==> config.mk <==
export PLATFORM = sky130hd
export DESIGN_NAME = fetch
export DESIGN_NICKNAME = d
export VERILOG_FILES = /design/src/rtl/fetch_pkg.sv /design/src/rtl/fetch_fifo.sv /design/src/rtl/fetch.sv
export SDC_FILE = /design/constraint.sdc
export NUM_CORES = 1
export LEC_CHECK = 0
export CAP_MARGIN = 20
export CORE_MARGIN = 8
export CORE_UTILIZATION = 45
export CTS_CLUSTER_DIAMETER = 150
export DETAILED_ROUTE_END_ITERATION = 10
export PLACE_DENSITY = 0.81
export SLEW_MARGIN = 25
export SYNTH_ARGS = -nofsm -noshare
export SYNTH_HDL_FRONTEND = slang
export SYNTH_SLANG_ARGS = --single-unit
==> constraint.sdc <==
create_clock -name clk_i -period 17.8 [get_ports clk_i]
set_input_delay 2.67 -clock clk_i [delete_from_list [all_inputs] [get_ports clk_i]]
set_output_delay 2.67 -clock clk_i [all_outputs]
set_load 0.01 [all_outputs]
==> src/rtl/fetch_pkg.sv <==
// Shared types and constants for the instruction fetch stage.
package fetch_pkg;

  typedef enum logic [1:0] {
    IDLE = 2'd0,
    REQ  = 2'd1,
    WAIT = 2'd2,
    DROP = 2'd3
  } fetch_state_e;

  localparam int unsigned InstrBytes = 4;

endpackage

==> src/rtl/fetch_fifo.sv <==
// Small synchronous FIFO with a combinational head.
// A full FIFO may push and pop in the same cycle.
module fetch_fifo #(
  parameter int unsigned Width = 64,
  parameter int unsigned Depth = 2
) (
  input  logic                    clk_i,
  input  logic                    rstn_i,
  input  logic                    push_i,
  input  logic [Width-1:0]        data_i,
  input  logic                    pop_i,
  input  logic                    flush_i,
  output logic                    full_o,
  output logic                    empty_o,
  output logic [Width-1:0]        head_o,
  output logic [$clog2(Depth):0]  count_o
);

  localparam int unsigned PtrW = $clog2(Depth);

  logic [Width-1:0] mem_q [Depth];
  logic [PtrW-1:0]  wptr_q, wptr_d;
  logic [PtrW-1:0]  rptr_q, rptr_d;
  logic [PtrW:0]    count_q, count_d;
  logic             do_push;
  logic             do_pop;

  assign full_o  = (count_q == (PtrW+1)'(Depth));
  assign empty_o = (count_q == '0);
  assign count_o = count_q;
  assign head_o  = empty_o ? '0 : mem_q[rptr_q];

  assign do_pop  = pop_i && !empty_o;
  assign do_push = push_i && (!full_o || do_pop);

  // Depth is a power of two, so the pointers wrap naturally.
  always_comb begin
    wptr_d  = wptr_q;
    rptr_d  = rptr_q;
    count_d = count_q;
    if (flush_i) begin
      wptr_d  = '0;
      rptr_d  = '0;
      count_d = '0;
    end else begin
      if (do_push) wptr_d = wptr_q + 1'b1;
      if (do_pop)  rptr_d = rptr_q + 1'b1;
      case ({do_push, do_pop})
        2'b10:   count_d = count_q + 1'b1;
        2'b01:   count_d = count_q - 1'b1;
        default: count_d = count_q;
      endcase
    end
  end

  always_ff @(posedge clk_i or negedge rstn_i) begin
    if (!rstn_i) begin
      wptr_q  <= '0;
      rptr_q  <= '0;
      count_q <= '0;
    end else begin
      wptr_q  <= wptr_d;
      rptr_q  <= rptr_d;
      count_q <= count_d;
    end
  end

  always_ff @(posedge clk_i) begin
    if (do_push && !flush_i) mem_q[wptr_q] <= data_i;
  end

endmodule

==> src/rtl/fetch.sv <==
// Instruction fetch stage: one outstanding imem request, PC-tagged
// instruction buffer towards decode, flush-and-restart on redirect.
module fetch
  import fetch_pkg::*;
#(
  parameter int unsigned          AddrWidth    = 32,
  parameter int unsigned          InstrWidth   = 32,
  parameter int unsigned          FifoDepth    = 2,
  parameter logic [AddrWidth-1:0] StartAddress = '0
) (
  input  logic                  clk_i,
  input  logic                  rstn_i,
  input  logic                  redirect_i,
  input  logic [AddrWidth-1:0]  redirect_pc_i,
  output logic                  imem_req_o,
  output logic [AddrWidth-1:0]  imem_addr_o,
  input  logic                  imem_gnt_i,
  input  logic                  imem_rvalid_i,
  input  logic [InstrWidth-1:0] imem_rdata_i,
  output logic [InstrWidth-1:0] instr_o,
  output logic [AddrWidth-1:0]  instr_pc_o,
  output logic                  instr_valid_o,
  input  logic                  instr_ready_i
);

  localparam int unsigned EntryW = InstrWidth + AddrWidth;
  localparam int unsigned CntW   = $clog2(FifoDepth) + 1;

  fetch_state_e          state_q, state_d;
  logic [AddrWidth-1:0]  fetch_addr_q, fetch_addr_d;
  logic [AddrWidth-1:0]  tag_pc_q, tag_pc_d;
  logic [AddrWidth-1:0]  redirect_addr;
  logic                  unused_redirect_lsb;

  logic                  fifo_push;
  logic                  fifo_pop;
  logic                  fifo_full;
  logic                  fifo_empty;
  logic [EntryW-1:0]     fifo_head;
  logic [CntW-1:0]       fifo_count;
  logic                  wait_space;

  assign redirect_addr       = {redirect_pc_i[AddrWidth-1:2], 2'b00};
  assign unused_redirect_lsb = ^redirect_pc_i[1:0];

  assign imem_req_o    = (state_q == REQ);
  assign imem_addr_o   = imem_req_o ? fetch_addr_q : '0;

  assign instr_valid_o = !fifo_empty;
  assign instr_o       = fifo_head[EntryW-1:AddrWidth];
  assign instr_pc_o    = fifo_head[AddrWidth-1:0];
  assign fifo_pop      = instr_valid_o && instr_ready_i;

  // Occupancy after this cycle's push and any concurrent pop by decode.
  assign wait_space = ((32'(fifo_count) + 32'd1 - 32'(fifo_pop)) < FifoDepth);

  always_comb begin
    state_d      = state_q;
    fetch_addr_d = fetch_addr_q;
    tag_pc_d     = tag_pc_q;
    fifo_push    = 1'b0;
    case (state_q)
      IDLE: begin
        if (!redirect_i && !fifo_full) state_d = REQ;
      end
      REQ: begin
        if (imem_gnt_i) begin
          tag_pc_d     = fetch_addr_q;
          fetch_addr_d = fetch_addr_q + AddrWidth'(InstrBytes);
          state_d      = redirect_i ? DROP : WAIT;
        end
      end
      WAIT: begin
        if (imem_rvalid_i) begin
          if (redirect_i) begin
            state_d = REQ;
          end else begin
            fifo_push = 1'b1;
            state_d   = wait_space ? REQ : IDLE;
          end
        end else if (redirect_i) begin
          state_d = DROP;
        end
      end
      DROP: begin
        if (imem_rvalid_i) state_d = REQ;
      end
      default: state_d = IDLE;
    endcase
    if (redirect_i) fetch_addr_d = redirect_addr;
  end

  always_ff @(posedge clk_i or negedge rstn_i) begin
    if (!rstn_i) begin
      state_q      <= IDLE;
      fetch_addr_q <= {StartAddress[AddrWidth-1:2], 2'b00};
      tag_pc_q     <= '0;
    end else begin
      state_q      <= state_d;
      fetch_addr_q <= fetch_addr_d;
      tag_pc_q     <= tag_pc_d;
    end
  end

  fetch_fifo #(
    .Width (EntryW),
    .Depth (FifoDepth)
  ) u_fifo (
    .clk_i   (clk_i),
    .rstn_i  (rstn_i),
    .push_i  (fifo_push),
    .data_i  ({imem_rdata_i, tag_pc_q}),
    .pop_i   (fifo_pop),
    .flush_i (redirect_i),
    .full_o  (fifo_full),
    .empty_o (fifo_empty),
    .head_o  (fifo_head),
    .count_o (fifo_count)
  );

`ifdef SIM
  // Responses are only legal while a granted request is outstanding.
  assert property (@(posedge clk_i) disable iff (!rstn_i)
                   imem_rvalid_i |-> (state_q == WAIT || state_q == DROP));
`endif

endmodule
==> results of run 1 <==
[cells in the final DEF (no fill, tap or decap), types with 8 or more instances in the layout]
cell type        instances
mux2i_1                 65
a31oi_1                 14
and2_1                  25
inv_1                   10
dfrtp_1                 65
o31ai_1                  8
nand2_1                 35
edfxtp_1               124
clkbuf_16               17
o21ai_0                 26
mux2_2                  24
nor2_1                  85
clkdlybuf4s50_1        160
or4_1                   10
nand3_1                  9
[flip-flops by register name, indices dropped and copies added (netlist names)]
name            flops
fetch_addr_q       30
u_fifo.mem_q      124
u_fifo.rptr_q       1
tag_pc_q           30
state_q             2
u_fifo.count_o      2
u_fifo.wptr_q       1
[final cells by class]
| class | count | share of cell area |
|---|---|---|
| flip-flops and latches | 190 | 0.509 |
| multi-input cells | 387 | 0.246 |
| repair buffers | 169 | 0.159 |
| clock buffers | 19 | 0.0410 |
| well taps | 229 | 0.0271 |
| clock inverters | 13 | 0.0148 |
| inverters | 10 | 0.00355 |
[where the power goes]
group          internal (mW)  switching (mW)
clock                  0.211           0.168
sequential             0.544          0.0457
combinational          0.139           0.122
[path summary, 6_finish.rpt]
kind / to / depth (start not counted) / slack (ns) / startpoint
max reg2reg: fetch_addr_q[21] / 7 / 14.81 / state_q[1]
max: instr_pc_o[13] / 4 / 12.69 / u_fifo.rptr_q
min reg2reg: u_fifo.mem_q[0][22] / 0 / 0.47 / tag_pc_q[22]
max in group asynchronous: u_fifo.rptr_q / 2 / 14.73 / rstn_i
min in group asynchronous: tag_pc_q[4] / 2 / 2.41 / rstn_i
min: u_fifo.mem_q[0][22] / 0 / 0.47 / tag_pc_q[22]
[metal layers]
layer  up-vias  GRT usage  wire, µm
met5         -          0         0
met4         0     0.0609       241
met3        15     0.0430      1160
met2       173      0.278      9290
met1      2606      0.210      8140
li1       2577          -         -
[through the flow]
step	utilization	power, mW	setup slack, ns	hold slack [ns]	cells
after floorplan	-	0.729	8.34	0.437	626
after global placement	0.558	0.846	12.55	0.445	984
after detailed placement	0.559	0.860	12.46	0.454	985
after CTS	0.592	1.24	12.62	0.467	1017
after global routing	0.592	1.29	12.55	0.480	1017
final	0.592	1.23	12.69	0.467	1017
[worst register-to-register path: cells and delay by family (launching register included)]
| kind | cells | cell delay [ns] |
|---|---|---|
| flip-flops | 1 | 0.41 |
| buffers and inverters | 2 | 0.40 |
| AO/OA/AOI/OAI | 1 | 0.18 |
| AND/OR/NAND/NOR | 3 | 1.74 |
| adder cells (fa/ha/maj) | 1 | 0.18 |
[logic make-up (layout without fill, tap and decap cells)]
group | count (synthesis) | after routing
adder cells (fa/ha/maj) | 5 | 5
flip-flops | 190 | 190
AND/OR/NAND/NOR | 209 | 209
XOR/XNOR | 14 | 14
buffers and inverters | 49 | 211
other | 1 | 4
AO/OA/AOI/OAI | 66 | 66
multiplexers | 89 | 89
==> flow_summary.json, run 1 <==
{
  "synth_xor_area_frac": 0.0150,
  "n_antenna_cell": 0,
  "die_w_um": 151,
  "hp-class": "register to register",
  "fillCellCount": 1413,
  "synth_top_area_share": 0.457,
  "cts_buffers": 17,
  "cp.arrival_ns": 2.44,
  "tightest_slew_ns": 0.952,
  "multi_input_area_um2": 2600,
  "hold_viol": 0,
  "cap_violations": 0,
  "ios": 168,
  "grt_max_degree": 67,
  "ctsHoldBuffers": 0,
  "yosys.area_share.simple": 0.129,
  "slew_viol_final": 0,
  "grt_overflow": 0,
  "endpoint_kind": "output port",
  "cts_tree": "built",
  "setup_violations": 0,
  "ys_types": 48,
  "relSlewSlack": 0.364,
  "startpoint_type": "register",
  "critPathKind": "register to output port",
  "status": "finished clean",
  "required_ns": 15.13,
  "seq_area_frac_synth": 0.660,
  "synth_cells": 623,
  "synth_mux_area_frac": 0.113,
  "num_rows": 49,
  "nNetsFinal": 850,
  "worst-path-max-fanout": 37,
  "cp_slowest_cell": "dfrtp_4",
  "drt_iter0_markers": 260,
  "yosysTopAreaCell": "edfxtp_1",
  "finClkSkew_ns": 0.0112,
  "regArea_um2": 5380,
  "drc": 0,
  "cts_resized": 0,
  "p_per_area_nw_per_um2": 116,
  "cts.clk_slew.worst_paths_ns": 0.07,
  "crit_family": "flip-flops",
  "areaGrowthSynthToFinish_pct": 29.7,
  "start_util": 0.457,
  "antenna_found_initial": 0,
  "synth_fa_ha_area_frac": 0.00768,
  "drive_gt1_frac": 0.0914,
  "cp_num_buf_inv": 2,
  "ir_drop_mv": 0.0765,
  "ant_nets": 0,
  "vias_per_cell": 5.28,
  "setup_tns_ns": 0,
  "min_period_ns": 5.11,
  "first_global_vias": 5565,
  "synth-edff-count": 124,
  "syn-cell-area_um2": 8150,
  "synth.most_common_cell": "edfxtp_1",
  "io_buffers": 161,
  "leakagePower_nw": 3.67,
  "cp_slowest_stage_delay_ns": 0.87,
  "path_cells": "buf_12 -> mux2i_1 -> nor2_1 -> clkdlybuf4s50_1",
  "grt_pass1_wl_um": 29400,
  "design_area_um2": 10600,
  "firstDrtPassIters": 5,
  "synthTopCellsByCount": "edfxtp_1, nor2_1, dfrtp_1",
  "synthTopCellsByArea": "edfxtp_1, dfrtp_1, mux2i_1",
  "dpl-instance-area_um2": 9980,
  "place_hpwl_um": 12400,
  "synth-seq-cells": 190,
  "design.core.area_um2": 17800,
  "synth-async-reset-ratio": 0.347,
  "cts.path.max_buffers": 2,
  "synth_top_family_by_area": "simple AND/OR/NAND/NOR gates",
  "synth_area_per_cell_um2": 13.1,
  "rsz0062_at_grt": "false",
  "cts.sinks": 190,
  "clock_latency_ns": 0.43,
  "die_h_um": 151,
  "synth_compound_area_frac": 0.0507,
  "post-route-period-util": 0.287,
  "yosysWarningCount": 0,
  "detail_route.wl_per_cell_um": 18.5,
  "htree_levels": 4,
  "die-area_um2": 22700,
  "clockRootBuffer": "clkbuf_16",
  "place.gp.congestion": 0.834,
  "cts_setup_buffers": 0,
  "routed_wirelength_um": 18800,
  "vias": 5371,
  "grt_use_total": 0.168,
  "clock.fmax_ghz": 0.196,
  "yosys_most_used_dff": "edfxtp_1"
}
No activity file was read; power rests on OpenSTA's default activity.
==> inputs of run 2 (changes only) <==
--- a/config.mk
+++ b/config.mk
@@ -10,7 +10,7 @@
 export CORE_UTILIZATION = 45
 export CTS_CLUSTER_DIAMETER = 150
 export DETAILED_ROUTE_END_ITERATION = 10
-export PLACE_DENSITY = 0.81
+export PLACE_DENSITY = 0.83
 export SLEW_MARGIN = 25
 export SYNTH_ARGS = -nofsm -noshare
 export SYNTH_HDL_FRONTEND = slang
==> constraint.sdc (replaced) <==
create_clock -name clk_i -period 4.2 [get_ports clk_i]
set_input_delay 0.63 -clock clk_i [delete_from_list [all_inputs] [get_ports clk_i]]
set_output_delay 0.63 -clock clk_i [all_outputs]
set_load 0.01 [all_outputs]
==> run 2 against run 1 <==
Die area did not move. Register-to-register slack worse by 13 ns. Global-route usage shrank 0.57 points. Total power rose to 4.2 times the previous value. Critical path depth did not move. Cell count grew 0.20%. Core utilization increased by 0.26 points. Non-clock buffer count grew 2. Flip-flop and latch count unchanged. Critical path type unchanged. Largest cell class unchanged.
==> flow_summary.json, run 2 (same netlist as run 1, synthesis figures left out) <==
{
  "place_hpwl_um": 12500,
  "endpoint_kind": "output port",
  "clock_latency_ns": 0.42,
  "first_global_vias": 5332,
  "setup_tns_ns": 0,
  "p_per_area_nw_per_um2": 492,
  "hold_viol": 0,
  "die_w_um": 151,
  "r2r_cells": 6,
  "vias": 5319,
  "hp-class": "input port to async pin",
  "drive_gt1_frac": 0.0924,
  "critPathKind": "register to output port",
  "relSlewSlack": 0.455,
  "grt_overflow": 0,
  "grt_pass1_wl_um": 28500,
  "reg2reg_from": "state_q[1]",
  "cts_buffers": 17,
  "die_h_um": 151,
  "design.core.area_um2": 17800,
  "cts.clk_slew.worst_paths_ns": 0.07,
  "final_common_cell": "clkdlybuf4s50_1",
  "post-route-period-util": 0.751,
  "p_total_mw": 5.22,
  "ios": 168,
  "cts_setup_buffers": 0,
  "firstDrtPassIters": 4,
  "nNetsFinal": 852,
  "crit_end": "instr_pc_o[16]",
  "n_antenna_cell": 0,
  "worstSetupStartpoint": "u_fifo.count_o[0]",
  "status": "finished clean",
  "routed_wirelength_um": 18100,
  "htree_levels": 4,
  "layout_common_cells": "clkdlybuf4s50_1, edfxtp_1, nor2_1",
  "finClkSkew_ns": 0.00874,
  "drc": 0,
  "cap_violations": 0,
  "cts.path.max_buffers": 2,
  "cts_resized": 0,
  "antenna_found_initial": 0,
  "num_rows": 49,
  "rsz0062_at_grt": "false",
  "leakagePower_nw": 3.69,
  "clockRootBuffer": "clkbuf_16",
  "fillCellCount": 1427,
  "cts.sinks": 190,
  "ctsHoldBuffers": 0,
  "ant_nets": 0,
  "areaGrowthSynthToFinish_pct": 30.3,
  "grt_max_degree": 64,
  "grt_use_total": 0.163,
  "setup_violations": 0,
  "tightest_slew_ns": 0.810,
  "finalHoldWorstSlack_ns": 0.295,
  "pre_cts_ws_ns": 1.13,
  "place.gp.congestion": 0.856,
  "die-area_um2": 22700,
  "setup_ws_ns": 1.05,
  "worst-path-max-fanout": 44,
  "cts_tree": "built",
  "min_period_ns": 3.15,
  "utilization": 0.595,
  "required_ns": 3.57,
  "top_register": "u_fifo.mem_q",
  "ir_drop_mv": 0.305,
  "startpoint_type": "register",
  "detail_route.wl_per_cell_um": 17.7,
  "drt_iter0_markers": 209,
  "start_util": 0.457,
  "io_buffers": 161,
  "worst_r2r_endpoint": "fetch_addr_q[21]",
  "largest_reg_flops": 124,
  "r2r_slack_ns": 1.44,
  "clock.fmax_ghz": 0.317,
  "cp.arrival_ns": 2.52,
  "vias_per_cell": 5.22,
  "slew_viol_final": 0,
  "reg.largest.list": "u_fifo.mem_q: 124 flops, fetch_addr_q: 30 flops, tag_pc_q: 30 flops"
}
## run 2: cell count changes in the layout (fill, tap and decap cells not counted)
cell	delta
buf_16	+1
bufinv_16	+1
clkbuf_8	+1
buf_4	+1
nor4_2	-1
clkbuf_1	+2
inv_8	-3
inv_6	-1
nor4_4	+1
clkinv_4	-2
clkinv_2	+3
clkinv_1	-1
## run 2: worst max-delay path, stage by stage, from the launching register on
cell and delay, ns:
dfrtp_1 0.45, nor2_4 0.45, buf_4 0.51, nor2_1 0.10, clkdlybuf4s50_1 0.57
## run 2: power breakdown
part / internal (mW) / switching [mW] / total (mW) / leakage [nW]
sequential: 2.31 / 0.195 / 2.50 / 1.90
combinational: 0.593 / 0.512 / 1.11 / 1.50
clock: 0.953 / 0.659 / 1.61 / 0.284
## run 2: worst min-delay path by stage
stage                             from  slack [ns]                   to
after floorplan                 rstn_i        0.33     fetch_addr_q[10]
after global placement    tag_pc_q[18]        0.45  u_fifo.mem_q[0][18]
after detailed placement  tag_pc_q[11]        0.45  u_fifo.mem_q[1][11]
after CTS                       rstn_i        0.31      fetch_addr_q[6]
after global routing            rstn_i        0.34      fetch_addr_q[6]
final                           rstn_i        0.29      fetch_addr_q[6]
## run 2: area by class of cell
type | instances | area, µm² | area share
clock buffer | 22 | 454 | 0.0428
clock inverter | 10 | 138 | 0.0130
inverter | 10 | 37.5 | 0.00354
multi-input combinational | 387 | 2610 | 0.246
sequential | 190 | 5380 | 0.507
tap | 229 | 287 | 0.0270
timing repair buffer | 171 | 1710 | 0.161
## run 2: layer usage
metal / vias to the layer above / global-route usage / routed length (µm)
met1: 2557 / 0.204 / 7690
met2: 171 / 0.265 / 8790
met4: 0 / 0.0633 / 338
li1: 2571 / - / -
met3: 20 / 0.0415 / 1250
met5: - / 0 / 0
## run 2: per-stage QoR
step,cells,instance area (µm²)
5_1_grt,1019,10600
2_1_floorplan,626,8180
6_report,1019,10600
3_5_place_dp,986,10000
4_1_cts,1018,10600
3_3_place_gp,986,10000
